<file path="src/rtl/alu_pkg.sv">
// Shared ALU definitions: adder width limit and register reset values.
package alu_pkg;

    localparam int unsigned ADDER_MAX_WIDTH = 64;

    localparam logic SUM_RST_BIT = 1'b0;
    localparam logic CARRY_RST   = 1'b0;

    // Reset pattern for a sum register of the given width.
    function automatic logic [ADDER_MAX_WIDTH-1:0] sum_rst_value();
        return {ADDER_MAX_WIDTH{SUM_RST_BIT}};
    endfunction

endpackage

</file>
<file path="src/rtl/full_adder_cell.sv">
// One-bit combinational full adder: the ripple-chain cell of simple_adder.
module full_adder_cell (
    input  logic a,
    input  logic b,
    input  logic ci,
    output logic s,
    output logic co
);

    logic p;

    assign p  = a ^ b;
    assign s  = p ^ ci;
    assign co = (a & b) | (ci & p);

endmodule

</file>
<file path="src/rtl/simple_adder.sv">
// Registered WIDTH-bit ripple-carry adder; sum/carry appear one clock after an in_valid capture.
module simple_adder
    import alu_pkg::*;
#(
    parameter int unsigned WIDTH = 1
) (
    input  logic [WIDTH-1:0] a,
    input  logic [WIDTH-1:0] b,
    input  logic             ci,
    output logic [WIDTH-1:0] sum,
    output logic             carry,
    input  logic             clk,
    input  logic             rst,
    input  logic             in_valid,
    output logic             out_valid
);

    localparam logic [ADDER_MAX_WIDTH-1:0] SUM_RST_FULL = sum_rst_value();
    localparam logic [WIDTH-1:0]           SUM_RST      = SUM_RST_FULL[WIDTH-1:0];

    logic [WIDTH:0]   chain_c;
    logic [WIDTH-1:0] sum_c;

    assign chain_c[0] = ci;

    // Ripple chain: cell i consumes carry i and produces carry i+1.
    for (genvar i = 0; i < WIDTH; i++) begin : g_cell
        full_adder_cell u_cell (
            .a  (a[i]),
            .b  (b[i]),
            .ci (chain_c[i]),
            .s  (sum_c[i]),
            .co (chain_c[i+1])
        );
    end

    // Result register: loads only on capture, holds otherwise.
    always_ff @(posedge clk or posedge rst) begin
        if (rst) begin
            sum   <= SUM_RST;
            carry <= CARRY_RST;
        end else if (in_valid) begin
            sum   <= sum_c;
            carry <= chain_c[WIDTH];
        end
    end

    always_ff @(posedge clk or posedge rst) begin
        if (rst) begin
            out_valid <= 1'b0;
        end else begin
            out_valid <= in_valid;
        end
    end

endmodule

</file>
<file path="config.mk">
export PLATFORM = sky130hd
export DESIGN_NAME = simple_adder
export DESIGN_NICKNAME = d
export VERILOG_FILES = /design/src/rtl/alu_pkg.sv /design/src/rtl/full_adder_cell.sv /design/src/rtl/simple_adder.sv
export SDC_FILE = /design/constraint.sdc
export NUM_CORES = 1
export LEC_CHECK = 0
export CORE_AREA = 5 5 42 44
export DETAILED_ROUTE_END_ITERATION = 7
export DIE_AREA = 0 0 47 49
export PLACE_DENSITY_LB_ADDON = 0.3
export REMOVE_ABC_BUFFERS = 1
export SYNTH_ARGS = -nofsm -noshare
export SYNTH_HDL_FRONTEND = slang
export SYNTH_HIERARCHICAL = 1
export SYNTH_SLANG_ARGS = --single-unit
</file>
<file path="constraint.sdc">
create_clock -name clk -period 1.6 [get_ports clk]
set_clock_uncertainty 0.05 [all_clocks]
set_input_delay 0.32 -clock clk [delete_from_list [all_inputs] [get_ports clk]]
set_output_delay 0.32 -clock clk [all_outputs]
set_load 0.03 [all_outputs]
</file>
# Word level (Yosys, flattened, before mapping)
# Cells that the tools add are included.
[totals] elab_cells=8 latchBits=0 ramBits=0 input_bits=6 output_inout_bits=3 rom_bits=0 register_bits=3 mem_count=0
[op_classes] n_lt_le_gt_ge=0 n_reduce_logical=0 mux=0 shift=0 mul=0 n_eq_ne=0 bitwise_logic=5 div_mod_pow=0 addsub=0
[op_table] cell="bitwise AND 1 bit" count=2
[op_table] cell="XOR 1 bit" count=2
[op_table] cell="bitwise OR 1 bit" count=1

# Depth between registers and ports, before layout
[logic_depth] depth_word=3 depth_mapped=2

# Modules after synthesis
# The synthesis kept the hierarchy.
[modules_own_cells] module="simple_adder" n_inst=1 area_each_um2=101.3 cells_per_inst=6 seq_area_each_um2=75.1
[modules_own_cells] module="full_adder_cell" n_inst=1 area_each_um2=20.0 cells_per_inst=1 seq_area_each_um2=0.0

# Worst setup path after synthesis
# OpenSTA, ideal clock, no wires.
[synth_timing] path_kind="in2reg" from="input a" to="register sum" t_arrival_ps=1021 required_ps=1425 stages=2 path_slack_ps=404 setup_ps=125 path_cell_list="fa_1 > mux2_2"
[synth_between] elab_chain_cells=2
[synth_rtl] element="from (decl)" line_no="simple_adder.sv:7" rtl="input logic [WIDTH-1:0] a,"
[synth_rtl] element="XOR 1 bit" line_no="full_adder_cell.sv:12" rtl="assign p = a ^ b;"
[synth_rtl] element="XOR 1 bit" line_no="full_adder_cell.sv:13" rtl="assign s = p ^ ci;"
[synth_rtl] element="to (signal assigned)" line_no="simple_adder.sv:43" rtl="sum <= sum_c;"
[synth_rtl] element="to (decl)" line_no="simple_adder.sv:10" rtl="output logic [WIDTH-1:0] sum,"
# Every way passes these cells.
# A chain may end at the register's enable or synchronous reset.

# Worst setup path in the final report
[layout_timing] from="input a" to="register sum"
[layout_between] elab_chain_cells=2
[layout_rtl] element="XOR 1 bit" line_no="full_adder_cell.sv:12"
[layout_rtl] element="XOR 1 bit" line_no="full_adder_cell.sv:13"
[layout_rtl] element="named net sum_c" line_no="simple_adder.sv:22" rtl="logic [WIDTH-1:0] sum_c;"
# The timed path passes the listed nets, and every way through them passes these cells.

==> results.ini <==
[run_status]
result_of_the_run=finished clean

[synthesis]
synth.yosys.warnings=6
synth_mux_area_frac=0.186
ys_seq_elements=3
synth_compound_gate_area_share=0
synthesis.instances=7
post_synth.cell_area_avg_um2=17.3
synth_cell_type_count=4
synth_adder_area_share=0.165
synth_area_leaders=sky130_fd_sc_hd__dfrtp_1, sky130_fd_sc_hd__mux2_2, sky130_fd_sc_hd__fa_1, sky130_fd_sc_hd__inv_1
largest_family_of_logic_cells_by_synthesized_area=multiplexers
synth-seq-area-share=0.619
largest_area_contributor_in_the_netlist=sky130_fd_sc_hd__dfrtp_1
synth-simple-area-share=0
synth-xor-area-share=0
netlist_area_um2=121
synth_top_area_frac=0.619

[critical_path]
critical_path.startpoint_type=input port
worst_setup_path_type=input port to register
critical_path.max_fanout=1
slowest_delay_ns=0.47
endpoint_kind=register
crit_path_top_delay_cell=sky130_fd_sc_hd__fa_1
r2r_setup_slack_ns=0.81
timing.critical_path.max_delay_family=adder cells
path_buf_inv=1
cp.required_ns=1.66
crit_chain=clkdlybuf4s50_1 > fa_1 > mux2_2
cp_data_arrival_time_ns=1.49

[floorplanning]
core_um2=1400
fp.dieArea_um2=2300
floorplan.initialDensity=0.0866
die_x_um=47
io_pins=9
rows=14
chipHeight_um=49

[timing]
setup_tns_ns=0
worst_pin_slew_ns=0.307
max_slew_headroom=0.796
finalCriticalPeriod_ns=1.43
period_share=0.892
clock.fmax_mhz=701
final-hold-violation-count=0
timing_max_transition_violations_final=0
timing.hold.ws_ns=0.207
final-setup-viol-count=0
grt_setup_unrepaired=false
final.setup.worst_slack_ns=0.173

[finish]
antenna_cells=0
area_taken_by_multi_input_logic_gates_um2=42.5
drive_gt1_frac=0.263
syn_to_final_growth_pct=101
layout.area.seq_um2=75.1
layout_nets=27
commonest_non_fill_non_tap_cell_in_the_layout=sky130_fd_sc_hd__clkdlybuf4s50_1
most-common-layout-cells=sky130_fd_sc_hd__clkdlybuf4s50_1, sky130_fd_sc_hd__dfrtp_1, sky130_fd_sc_hd__clkbuf_4, sky130_fd_sc_hd__dlygate4sd2_1, sky130_fd_sc_hd__mux2_2
n_fill_cell=163

[route]
detailedRoute.firstPassIterationCount=1
num_vias=95
postRouteWirelength_um=304
initialDrtViolationCount=0
drc=0
vias_per_cell=2.71
route.detailed.wl_per_inst_um=8.69
postRouteAntennaNets=0

[cts]
clockBufferDepth=2
clk_latency_ns=0.23
cts_post_setup_buffers_inserted=0
cts_inserted_buffers=3
clk_root_buffer_cell=sky130_fd_sc_hd__clkbuf_4
cts.reportedPaths.clkPinSlew_ns=0.04
cts_tree=done
cts.sink_count=3
htreeDepth=1

[place]
gp_routability_congestion=0.622
portBuffers=8
dp.final_hpwl_um=256
post-place-ws_ns=-0.0772

[flow_run]
max_cap_viol_count=0

[power_and_ir_drop]
switchingPower_w=0.0000742
cellLeakagePower_nw=0.106
combinational_share_of_power=0.211
internal_power_w=0.000207
power.switching_fraction=0.264
worst_ir_drop_vdd_mv=0.228
share_clk_of_total_power=0.469
p_total_w=0.000282
power_density_nw_per_um2=1150
seq_power_share=0.320

[global_routing]
pin_count_of_the_biggest_net_entering_global_routing=4
number_of_global_route_vias_before_repair=128
grt_pass1_wl_um=503
initial_antenna_violation_count=0
gr-usage-all-layers=0.0381
grt_residual_overflow=0

[min_path]
timing.hold.worst.class=input port to asynchronous set/reset pin

## through the flow
stage | instances | utilization | area, µm²
6_report | 35 | 0.174 | 244
5_1_grt | 35 | 0.174 | 244
3_3_place_gp | 31 | 0.158 | 221
3_5_place_dp | 31 | 0.158 | 221
4_1_cts | 35 | 0.174 | 244
2_1_floorplan | 7 | - | 121
## area by class of cell
cell class	count	share of cell area
Clock buffer	4	0.108
Inverter	1	0.0154
Multi-Input combinational cell	3	0.174
Sequential cell	3	0.308
Tap cell	16	0.0821
Timing Repair Buffer	8	0.313
## state kept, by name, summed over array words and instances, names as in the netlist
signal and flops:
out_valid 1, sum 1, carry 1
## repair_timing
item / 4_1_cts / 5_1_grt
hold endpoints to repair: 0 / 0
resized for setup: 3 / 0
hold buffers: 0 / 0
endpoints found under the setup margin: 3 / 0
## power by group through the flow
stage          Combinational [W]  Sequential (W)  Clock [W]
6_report               0.0000595       0.0000901   0.000132
5_1_grt                0.0000649       0.0000912   0.000147
4_1_cts                0.0000607       0.0000902   0.000140
3_5_place_dp           0.0000672       0.0000917          0
3_3_place_gp           0.0000662       0.0000908          0
2_1_floorplan          0.0000112        0.000110          0
## kinds of logic (layout without fill, tap and decap cells)
family | after synthesis | after routing
buffers and inverters | 1 | 13
multiplexers | 2 | 2
adder cells (fa/ha/maj) | 1 | 1
flip-flops | 3 | 3
## per-layer routing
layer | wire length [µm] | vias to the layer above | track usage
met4 | 0 | 0 | 0.0276
li1 | - | 45 | -
met1 | 101 | 40 | 0.0333
met5 | 0 | - | 0
met2 | 108 | 10 | 0.0362
met3 | 94 | 0 | 0.0627
## synth_stat cells (all sizes together)
| master | n |
|---|---|
| dfrtp | 3 |
| fa | 1 |
| inv | 1 |
| mux2 | 2 |
## worst paths after layout
check / start / to / depth (start not counted)
worst max register to register: sum$_DFFE_PP0P_ / sum$_DFFE_PP0P_ / 1
worst min-delay path: rst / sum$_DFFE_PP0P_ / 2
worst max-delay path: a / sum$_DFFE_PP0P_ / 3
worst min register to register: carry$_DFFE_PP0P_ / carry$_DFFE_PP0P_ / 1
min in group clk: carry$_DFFE_PP0P_ / carry$_DFFE_PP0P_ / 1
max in group asynchronous: rst / carry$_DFFE_PP0P_ / 2
No activity file was read; power rests on OpenSTA's default activity.
